<file path="src/rtl/mul_ctrl.sv">
// mul_ctrl: sequences requests into the 32x32 signed Booth core and corrects its product into RISC-V MUL/MULH/MULHSU/MULHU results.
// Optional product cache enabled by defining MUL_CACHE_EN.
module mul_ctrl #(
    parameter int CORE_LAT = 5
) (
    input  logic        clk,
    input  logic        reset,
    input  logic        req_valid,
    output logic        req_ready,
    input  logic [1:0]  req_op,
    input  logic [31:0] req_x,
    input  logic [31:0] req_y,
    output logic        resp_valid,
    input  logic        resp_ready,
    output logic [31:0] resp_data,
    output logic        core_load,
    output logic [31:0] core_x,
    output logic [31:0] core_y,
    input  logic [31:0] core_mh,
    input  logic [31:0] core_ml
);

    localparam int CW = $clog2(CORE_LAT + 1);

    typedef enum logic [2:0] {
        IDLE = 3'd0,
        LOAD = 3'd1,
        RUN  = 3'd2,
        FIX  = 3'd3,
        OUT  = 3'd4
    } state_t;

    state_t         state_q, state_d;
    logic [31:0]    x_q, x_d;
    logic [31:0]    y_q, y_d;
    logic [1:0]     op_q, op_d;
    logic [CW-1:0]  cnt_q, cnt_d;
    logic [31:0]    resp_data_q, resp_data_d;
    logic           resp_valid_q, resp_valid_d;
    logic           req_ready_q, req_ready_d;
    logic           core_load_q, core_load_d;
    logic           hit_s;
    logic [31:0]    src_mh_s;
    logic [31:0]    src_ml_s;

    // Unsigned high words are recovered from the signed product by adding back the operand weights.
    function automatic logic [31:0] fix_result(
        input logic [1:0]  op,
        input logic [31:0] x,
        input logic [31:0] y,
        input logic [31:0] mh,
        input logic [31:0] ml
    );
        logic [31:0] add_x;
        logic [31:0] add_y;
        add_x = y[31] ? x : 32'd0;
        add_y = x[31] ? y : 32'd0;
        case (op)
            2'b00:   fix_result = ml;
            2'b01:   fix_result = mh;
            2'b10:   fix_result = mh + add_x;
            2'b11:   fix_result = mh + add_x + add_y;
            default: fix_result = ml;
        endcase
    endfunction

`ifdef MUL_CACHE_EN
    logic [31:0] cmh_q, cmh_d;
    logic [31:0] cml_q, cml_d;
    logic [31:0] cx_q, cx_d;
    logic [31:0] cy_q, cy_d;
    logic        cv_q, cv_d;
    logic        hit_q, hit_d;

    assign hit_s    = cv_q && (req_x == cx_q) && (req_y == cy_q);
    assign src_mh_s = hit_q ? cmh_q : core_mh;
    assign src_ml_s = hit_q ? cml_q : core_ml;

    // Cache next state: capture the raw product at FIX of every real core operation.
    always_comb begin
        cmh_d = cmh_q;
        cml_d = cml_q;
        cx_d  = cx_q;
        cy_d  = cy_q;
        cv_d  = cv_q;
        hit_d = hit_q;
        if (state_q == IDLE && req_valid) begin
            hit_d = hit_s;
        end else if (state_q == FIX && !hit_q) begin
            cmh_d = core_mh;
            cml_d = core_ml;
            cx_d  = x_q;
            cy_d  = y_q;
            cv_d  = 1'b1;
        end else begin
            hit_d = hit_q;
        end
    end

    // Cache registers.
    always_ff @(posedge clk) begin
        if (reset) begin
            cmh_q <= 32'd0;
            cml_q <= 32'd0;
            cx_q  <= 32'd0;
            cy_q  <= 32'd0;
            cv_q  <= 1'b0;
            hit_q <= 1'b0;
        end else begin
            cmh_q <= cmh_d;
            cml_q <= cml_d;
            cx_q  <= cx_d;
            cy_q  <= cy_d;
            cv_q  <= cv_d;
            hit_q <= hit_d;
        end
    end
`else
    assign hit_s    = 1'b0;
    assign src_mh_s = core_mh;
    assign src_ml_s = core_ml;
`endif

    // Next-state and registered-output logic of the sequencing FSM.
    always_comb begin
        state_d     = state_q;
        x_d         = x_q;
        y_d         = y_q;
        op_d        = op_q;
        cnt_d       = cnt_q;
        resp_data_d = resp_data_q;
        case (state_q)
            IDLE: begin
                if (req_valid) begin
                    x_d     = req_x;
                    y_d     = req_y;
                    op_d    = req_op;
                    state_d = hit_s ? FIX : LOAD;
                end else begin
                    state_d = IDLE;
                end
            end
            LOAD: begin
                cnt_d   = {CW{1'b0}};
                state_d = RUN;
            end
            RUN: begin
                cnt_d = cnt_q + {{(CW-1){1'b0}}, 1'b1};
                if (cnt_q == CW'(CORE_LAT - 1)) begin
                    state_d = FIX;
                end else begin
                    state_d = RUN;
                end
            end
            FIX: begin
                resp_data_d = fix_result(op_q, x_q, y_q, src_mh_s, src_ml_s);
                state_d     = OUT;
            end
            OUT: begin
                if (resp_ready) begin
                    state_d = IDLE;
                end else begin
                    state_d = OUT;
                end
            end
            default: begin
                state_d = IDLE;
            end
        endcase
        // Handshake outputs are registered from the upcoming state so they line up with it.
        req_ready_d  = (state_d == IDLE);
        core_load_d  = (state_d == LOAD);
        resp_valid_d = (state_d == OUT);
    end

    // State and datapath registers.
    always_ff @(posedge clk) begin
        if (reset) begin
            state_q      <= IDLE;
            x_q          <= 32'd0;
            y_q          <= 32'd0;
            op_q         <= 2'd0;
            cnt_q        <= {CW{1'b0}};
            resp_data_q  <= 32'd0;
            resp_valid_q <= 1'b0;
            req_ready_q  <= 1'b1;
            core_load_q  <= 1'b0;
        end else begin
            state_q      <= state_d;
            x_q          <= x_d;
            y_q          <= y_d;
            op_q         <= op_d;
            cnt_q        <= cnt_d;
            resp_data_q  <= resp_data_d;
            resp_valid_q <= resp_valid_d;
            req_ready_q  <= req_ready_d;
            core_load_q  <= core_load_d;
        end
    end

    assign req_ready  = req_ready_q;
    assign resp_valid = resp_valid_q;
    assign resp_data  = resp_data_q;
    assign core_load  = core_load_q;
    assign core_x     = x_q;
    assign core_y     = y_q;

endmodule

</file>
<file path="config.mk">
export PLATFORM = sky130hd
export DESIGN_NAME = mul_ctrl
export DESIGN_NICKNAME = d
export VERILOG_FILES = /design/src/rtl/mul_ctrl.sv
export SDC_FILE = /design/constraint.sdc
export NUM_CORES = 1
export LEC_CHECK = 0
export BUFFER_PORTS_ARGS = -buffer_cell sky130_fd_sc_hd__buf_2
export CELL_PAD_IN_SITES_DETAIL_PLACEMENT = 0
export CELL_PAD_IN_SITES_GLOBAL_PLACEMENT = 1
export CORE_AREA = 8 8 156 158
export DETAILED_ROUTE_END_ITERATION = 8
export DIE_AREA = 0 0 164 166
export GPL_ROUTABILITY_DRIVEN = 1
export PLACE_DENSITY = 0.88
export SYNTH_ARGS = -nofsm -noshare
export SYNTH_HDL_FRONTEND = slang
export SYNTH_SLANG_ARGS = --single-unit
</file>
<file path="constraint.sdc">
create_clock -name clk -period 5.45 [get_ports clk]
set_input_delay 0.2725 -clock clk [delete_from_list [all_inputs] [get_ports clk]]
set_output_delay 0.2725 -clock clk [all_outputs]
set_load 0.02 [all_outputs]
</file>
==> results of run 1 <==
==> cell usage after synthesis, types with 4 or more instances <==
cell | n | area [um^2]
buf_1 | 5 | 18.8
o21a_1 | 4 | 30.0
nor2_1 | 49 | 184
o211ai_1 | 7 | 52.6
a21oi_1 | 136 | 681
ha_1 | 66 | 826
a22o_1 | 6 | 52.6
dfxtp_1 | 107 | 2140
a21o_1 | 34 | 255
and2_1 | 64 | 400
mux4_2 | 14 | 315
a211oi_1 | 8 | 60.1
nand4_1 | 9 | 56.3
o21ai_1 | 5 | 25.0
nor2b_1 | 6 | 37.5
nor3_1 | 9 | 45.0
a21oi_2 | 7 | 61.3
a31oi_1 | 7 | 43.8
nand2_1 | 212 | 796
clkbuf_1 | 48 | 180
mux2i_1 | 6 | 60.1
nand2b_1 | 5 | 31.3
a211oi_2 | 5 | 62.6
o21ai_0 | 43 | 215
o221ai_1 | 8 | 70.1
o31ai_1 | 5 | 37.5
nand3_1 | 18 | 90.1
xnor2_1 | 25 | 219
and3_1 | 6 | 37.5
xor2_1 | 25 | 219
inv_1 | 22 | 82.6
mux2_2 | 14 | 158
o22ai_1 | 7 | 43.8
o21bai_1 | 12 | 90.1
==> what timing repair did <==
action                                  CTS  global route
hold endpoints to repair                  0             0
gates resized for setup                   0             1
endpoints found under the setup margin    0             1
==> worst max-delay path: cells and delay by family (launching register included) <==
family                   cells  cell delay [ns]
adder cells (fa/ha/maj)      3             1.08
buffers and inverters        1             0.08
multiplexers                 1             0.46
AND/OR/NAND/NOR              6             1.16
XOR/XNOR                     2             0.33
flip-flops                   1             0.45
AO/OA/AOI/OAI                6             1.44
==> power breakdown <==
group	internal, mW	switching [mW]	total, mW
clock network	0.373	0.334	0.707
logic	0.221	0.352	0.574
registers	0.828	0.0509	0.879
==> kinds of logic after synthesis <==
logic type / after synthesis / share of synthesized area
AOI/OAI and AO/OA: 328 / 0.255
xor gates and xnor gates: 51 / 0.0545
adders and majority gates: 68 / 0.104
buffers and inverters: 83 / 0.0420
DFF: 107 / 0.257
muxes: 34 / 0.0639
and+or+nand+nor: 402 / 0.224
==> sequential cells by signal (all words and copies together), names as in the netlist <==
register / flops
core_x: 32
core_y: 32
resp_data: 32
cnt_q: 3
state_q: 3
op_q: 2
core_load: 1
req_ready: 1
resp_valid: 1
==> stage by stage <==
step	total power [mW]	cells	hold WS, ns	utilization	worst slack, ns
CTS	2.17	1555	0.126	0.452	0.366
global route	2.26	1555	0.136	0.452	0.142
floorplan	1.26	1073	0.409	-	0.707
finish	2.16	1556	0.125	0.452	0.363
detailed placement	1.47	1539	0.446	0.438	0.416
global placement	1.47	1539	0.437	0.438	0.616
==> worst min-delay path by stage <==
stage,startpoint,slack [ns],depth (start not counted),endpoint
floorplan,req_x[0],0.41,2,core_x[0]$_SDFFE_PP0P_
global placement,resp_data[17]$_SDFFE_PP0P_,0.44,2,resp_data[17]$_SDFFE_PP0P_
detailed placement,resp_data[9]$_SDFFE_PP0P_,0.45,2,resp_data[9]$_SDFFE_PP0P_
CTS,req_x[24],0.13,3,core_x[24]$_SDFFE_PP0P_
global route,req_y[26],0.14,3,core_y[26]$_SDFFE_PP0P_
finish,req_x[24],0.12,3,core_x[24]$_SDFFE_PP0P_
==> per-layer routing <==
layer,part of all wire,vias up,global-route usage
met4,0.025,2,0.0724
met3,0.080,46,0.0528
met2,0.46,297,0.345
met5,0.00040,-,0
met1,0.44,3944,0.282
li1,-,4203,-
==> area by class of cell <==
cell class	instances	area, um^2	area share
multi-input cells	883	5860	0.587
flip-flops and latches	107	2150	0.215
repair buffers	242	1240	0.124
well taps	285	357	0.0357
clock buffers	11	243	0.0243
inverters	22	82.6	0.00827
clock inverters	5	60.1	0.00602
diodes	1	2.50	0.000251
==> summary.md, run 1 <==
| Metric | Value |
|---|---|
| Status | finished, final reports clean |
| NumNets Final | 1467 |
| CP Cell Sequence | and2_1 > ha_1 > inv_1 > fa_1 > nand2b_1 > a21o_1 > a21oi_1 > a211oi_1 > o41ai_1 > xor2_1 > ha_1 > nand4_1 > nor4_1 > nand2_1 > a21oi_1 > nor2_1 > xnor2_1 > mux4_2 > a22o_1 |
| Unique masters post-synth | 80 |
| CTS tree | done |
| Filler Cell Count | 2309 |
| Post-CTS Setup Bufs | 0 |
| DRT antenna net count | 0 |
| Lkg Pwr | 4.70 nW |
| Commonest non-fill, non-tap cell in the layout | buf_2 |
| Startpoint types | flip-flop |
| Slew Viols, Final | 0 |
| Worst setup path start | core_y[31]$_SDFFE_PP0P_ |
| Site Rows | 55 |
| Pre-antenna DRT Iters | 5 |
| R2R cell count | 19 |
| CORE AREA | 0.0221 mm^2 |
| Minimum clock period | 5.09 ns |
| Initial antenna violation count | 1 |
| Worst slew pin tran | 1.08 ns |
| Synthesized flop and latch total | 107 |
| Total CTS buffers | 9 |
| Average size of a mapped cell | 7.77 um^2 |
| Via/cell ratio | 5.46 |
| Layout cells sized above 1 | 0.254 |
| Max FO, Critical Path | 14 |
| Clock skew | 0.0165 ns |
| Detailed router's first-iteration violation count | 678 |
| Mapped Nets | 1275 |
| Die width | 164 um |
| CTS Hold Bufs | 0 |
| GPL Wtd Cong | 0.950 |
| Largest net degree at the start of global routing | 88 |
| Tcrit/Tclk final | 0.933 |
| Final Setup Violations | 0 |
| Hpwl dp | 24300 um |
| Post-synth EDFFs | 0 |
| Ys flop type | dfxtp_1 |
| Ys Warns | 0 |
| Total Routing Usage GR | 0.217 |
| Critical Path End | resp_data[21]$_SDFFE_PP0P_ |
| # DRC | 0 |
| Final hold viol count | 0 |
| Final WL | 30300 um |
| Reg-to-Reg Start | core_y[31]$_SDFFE_PP0P_ |
| Post-Route Setup TNS | 0 ns |
| Area grow syn2layout | 19.7% |
| Class of the worst hold path | primary input to flip-flop |
| Required time worst endpoint | 5.72 ns |
| Vias in the first global route | 8515 |
| CTS max path bufs | 2 |
| Critical Path Sink Type | flip-flop |
| Most frequent cells in the layout | 232 x buf_2, 212 x nand2_1, 136 x a21oi_1, 104 x dfxtp_1, 66 x ha_1 |
| IO Port Bufs | 232 |
| Slowest stage delay, CP | 0.46 ns |
| Worst path slowest cell | ha_1 |
| Die Height | 166 um |
| R2r setup slk | 0.36 ns |
| Clock latency on the worst-skew pair | 0.37 ns |
| Reg-to-Reg End | resp_data[21]$_SDFFE_PP0P_ |
| TritonCTS Sinks | 107 |
| Via Count | 8492 |
| Placed inst area | 0.00968 mm^2 |
| Cells after Synth | 1073 |
| Initial core utilization | 0.377 |
| Fmax | 0.197 GHz |
| Peak supply drop | 138 uV |
| Root Driver | clkbuf_16 |
| RSZ-0062 raised after global routing | no |
| Max_slew headroom | 0.281 |
| Total congestion overflow | 0 |
| Sequential area share after synthesis | 0.257 |
| Clock transition at the registers of the reported paths | 0.09 ns |
| Post-route cell area | 0.00998 mm^2 |
| Crit Path Class | flip-flop to flip-flop |
| Die area | 0.0272 mm^2 |
| Num ports | 233 |
| Wire length of the first global-routing pass | 47000 um |
| PD cells | 216 mW/mm^2 |
| WL per Instance | 19.4 um |
| Htree depth | 3 |
| Ys async rst share | 0 |
| Data arrival, critical path | 5.35 ns |
| Maxcap violations | 0 |
| Synth Cell Area | 0.00834 mm^2 |
Power figures use the tool's default switching activity.
==> inputs of run 2 (changes only) <==
==> config.mk (replaced) <==
export PLATFORM = sky130hd
export DESIGN_NAME = mul_ctrl
export DESIGN_NICKNAME = d
export VERILOG_FILES = /design/src/rtl/mul_ctrl.sv
export SDC_FILE = /design/constraint.sdc
export NUM_CORES = 1
export LEC_CHECK = 0
export ABC_AREA = 1
export BUFFER_PORTS_ARGS = -buffer_cell sky130_fd_sc_hd__buf_2
export CELL_PAD_IN_SITES_DETAIL_PLACEMENT = 0
export CELL_PAD_IN_SITES_GLOBAL_PLACEMENT = 1
export CORE_AREA = 8 8 175 177
export DETAILED_ROUTE_END_ITERATION = 8
export DIE_AREA = 0 0 183 185
export GPL_ROUTABILITY_DRIVEN = 1
export PLACE_DENSITY = 0.84
export SYNTH_ARGS = -nofsm -noshare
export SYNTH_HDL_FRONTEND = slang
export SYNTH_SLANG_ARGS = --single-unit
==> constraint.sdc (replaced) <==
create_clock -name clk -period 4.6 [get_ports clk]
set_input_delay 0.23 -clock clk [delete_from_list [all_inputs] [get_ports clk]]
set_output_delay 0.23 -clock clk [all_outputs]
set_load 0.02 [all_outputs]
==> run 2 against run 1 <==
- non-clock buffer count unchanged
- final cell count increased by 35%
- hold slack worse by 0.021 ns
- clock skew is 0.0044 ns lower
- first-iteration DRC count is 3.8% higher
- critical endpoint is now resp_data[22]$_SDFFE_PP0P_
==> summary.md, run 2 <==
| Metric | Value |
|---|---|
| Status | finished, final reports clean |
| Fmax | 0.241 GHz |
| Ys Warns | 0 |
| Switching power total | 1.16 mW |
| Hpwl dp | 29500 um |
| Synthesized flop and latch total | 107 |
| Reg-to-Reg Start | core_y[31]$_SDFFE_PP0P_ |
| RSZ-0062 raised after global routing | no |
| Hold Path Stages | 3 |
| Worst slew pin tran | 1.13 ns |
| Initial core utilization | 0.321 |
| Mapped Nets | 1707 |
| CORE AREA | 0.0281 mm^2 |
| Synth cell count leaders | 396 x nand2_1, 221 x nor2_1, 177 x inv_1 |
| Post-CTS Setup Bufs | 0 |
| Average size of a mapped cell | 5.99 um^2 |
| Ys flop type | dfxtp_1 |
| Die width | 183 um |
| Largest net degree at the start of global routing | 72 |
| CTS Hold Bufs | 0 |
| Layout cells sized above 1 | 0.183 |
| Synth Cell Area | 0.00902 mm^2 |
| Critical Path Sink Type | flip-flop |
| Max FO, Critical Path | 32 |
| Required time worst endpoint | 4.82 ns |
| Commonest non-fill, non-tap cell in the layout | nand2_1 |
| Cell Int Power | 1.73 mW |
| Detailed router's first-iteration violation count | 704 |
| Crit Path Class | flip-flop to flip-flop |
| Unique masters post-synth | 48 |
| Maxcap violations | 0 |
| Comb pwr share | 0.354 |
| Via/cell ratio | 4.90 |
| Post-synth top area cell | dfxtp_1 |
| GPL Wtd Cong | 0.946 |
| Total Routing Usage GR | 0.208 |
| Sw Share | 0.400 |
| Die area | 0.0339 mm^2 |
| Clock latency on the worst-skew pair | 0.37 ns |
| R2R cell count | 26 |
| Via Count | 10300 |
| Sequential area share after synthesis | 0.237 |
| Clock transition at the registers of the reported paths | 0.08 ns |
| Vias in the first global route | 10000 |
| Max_slew headroom | 0.245 |
| Ys async rst share | 0 |
| Total congestion overflow | 0 |
| Seq pwr share | 0.364 |
| Reg-to-Reg End | resp_data[22]$_SDFFE_PP0P_ |
| Synth area leaders | dfxtp_1 24%, nand2_1 16%, nor2_1 9.2% |
| Num ports | 233 |
| Placed inst area | 0.0106 mm^2 |
| WL per Instance | 17.0 um |
| Site Rows | 62 |
| Class of the worst hold path | primary input to flip-flop |
| Peak supply drop | 129 uV |
| Worst path slowest cell | dfxtp_1 |
| Hold-critical path endpoint | core_x[5]$_SDFFE_PP0P_ |
| Post-route cell area | 0.0109 mm^2 |
| NumNets Final | 1910 |
| Pre-antenna DRT Iters | 5 |
| Cells after Synth | 1505 |
| Slew Viols, Final | 0 |
| Total CTS buffers | 9 |
| Hold_sp | req_x[5] |
| TritonCTS Sinks | 107 |
| Initial antenna violation count | 1 |
| Post-Route Setup TNS | 0 ns |
| Htree depth | 3 |
| Most common cell type on the critical path | nand2_1 |
| Post-synth EDFFs | 0 |
| Minimum clock period | 4.14 ns |
| Area grow syn2layout | 20.5% |
| R2r setup slk | 0.46 ns |
| Data arrival, critical path | 4.36 ns |
| CTS tree | done |
| PD cells | 265 mW/mm^2 |
| Count leader, synth | nand2_1 |
| Startpoint types | flip-flop |
| Die Height | 185 um |
| Clock Power Share | 0.282 |
| Lkg Pwr | 5.87 nW |
| Most frequent cells in the layout | 396 x nand2_1, 232 x buf_2, 218 x nor2_1, 176 x inv_1, 134 x o21ai_0 |
| Final WL | 35600 um |
| Final Setup Violations | 0 |
| Final hold viol count | 0 |
| DRT antenna net count | 0 |
| Root Driver | clkbuf_16 |
| IO Port Bufs | 232 |
| Slowest stage delay, CP | 0.41 ns |
| Synth top area share | 0.237 |
| Wire length of the first global-routing pass | 55300 um |
| Tcrit/Tclk final | 0.901 |
| Clock skew | 0.0121 ns |
| CTS max path bufs | 2 |
| # DRC | 0 |
[run 2: cell count changes after synthesis, moves of 16 or more]
cell | previous run | this run
a21o_1 | 34 | 3
xnor2_1 | 25 | 9
nand2_1 | 212 | 396
inv_1 | 22 | 177
nor2_1 | 49 | 221
o21ai_0 | 43 | 134
nand4_1 | 9 | 25
and2_1 | 64 | 5
nand3_1 | 18 | 71
[run 2: routing by layer]
layer / share of wire / GRT usage / up-vias / routed length [um]
met5: 0 / 0 / - / 0
met4: 0.016 / 0.0534 / 0 / 557
met3: 0.065 / 0.0296 / 26 / 2320
met2: 0.43 / 0.326 / 319 / 15400
met1: 0.49 / 0.295 / 4659 / 17300
li1: - / - / 5271 / -
[run 2: timing repair]
item,4_1_cts,5_1_grt
gates resized for setup,0,2
hold endpoints to repair,0,0
endpoints found under the setup margin,0,1
[run 2: worst max path at each step]
stage | cells after the start | start | endpoint
detailed placement | 24 | core_y[31]$_SDFFE_PP0P_ | resp_data[30]$_SDFFE_PP0P_
finish | 26 | core_y[31]$_SDFFE_PP0P_ | resp_data[22]$_SDFFE_PP0P_
global placement | 24 | core_y[31]$_SDFFE_PP0P_ | resp_data[30]$_SDFFE_PP0P_
CTS | 24 | core_y[31]$_SDFFE_PP0P_ | resp_data[30]$_SDFFE_PP0P_
global route | 25 | core_y[31]$_SDFFE_PP0P_ | resp_data[30]$_SDFFE_PP0P_
floorplan | 28 | core_y[31]$_SDFFE_PP0P_ | resp_data[30]$_SDFFE_PP0P_
[run 2: critical path: cells and delay by family, from the launching register on]
kind | cells | cell delay (ns)
and+or+nand+nor | 14 | 1.62
AOI/OAI and AO/OA | 4 | 0.72
DFF | 1 | 0.41
buffers and inverters | 6 | 0.61
adders and majority gates | 2 | 0.62
[run 2: power groups by stage]
stage / combinational, mW / clock, mW / sequential [mW]
3_5_place_dp: 1.01 / 0 / 1.07
5_1_grt: 1.14 / 0.873 / 1.06
3_3_place_gp: 1.01 / 0 / 1.07
6_report: 1.02 / 0.814 / 1.05
4_1_cts: 1.02 / 0.845 / 1.05
2_1_floorplan: 0.586 / 0 / 1.13
[run 2: layout make-up]
cell class | count | area [um^2]
fill | 3262 | 17200
multi-input combinational | 1164 | 6010
sequential | 107 | 2140
timing repair buffer | 242 | 1250
antenna | 1 | 2.50
clock inverter | 5 | 45.0
clock buffer | 11 | 253
inverter | 184 | 691
tap | 384 | 480
[run 2: metrics by stage]
| stage | instances | hold WS (ns) | utilization | total power, mW | setup WS [ns] |
|---|---|---|---|---|---|
| finish | 2098 | 0.103 | 0.387 | 2.89 | 0.455 |
| global route | 2098 | 0.109 | 0.387 | 3.07 | 0.0558 |
| CTS | 2097 | 0.0903 | 0.387 | 2.91 | 0.477 |
| detailed placement | 2081 | 0.453 | 0.376 | 2.08 | 0.499 |
| global placement | 2081 | 0.449 | 0.376 | 2.08 | 0.502 |
| floorplan | 1505 | 0.393 | - | 1.72 | 0.748 |
[run 2: logic make-up after synthesis]
kind of cell	after synthesis	share of synthesized area
flops	107	0.237
buf+inv	234	0.0986
simple gates	770	0.356
xor+xnor	27	0.0320
compound gates	299	0.180
fa+ha+maj	68	0.0960
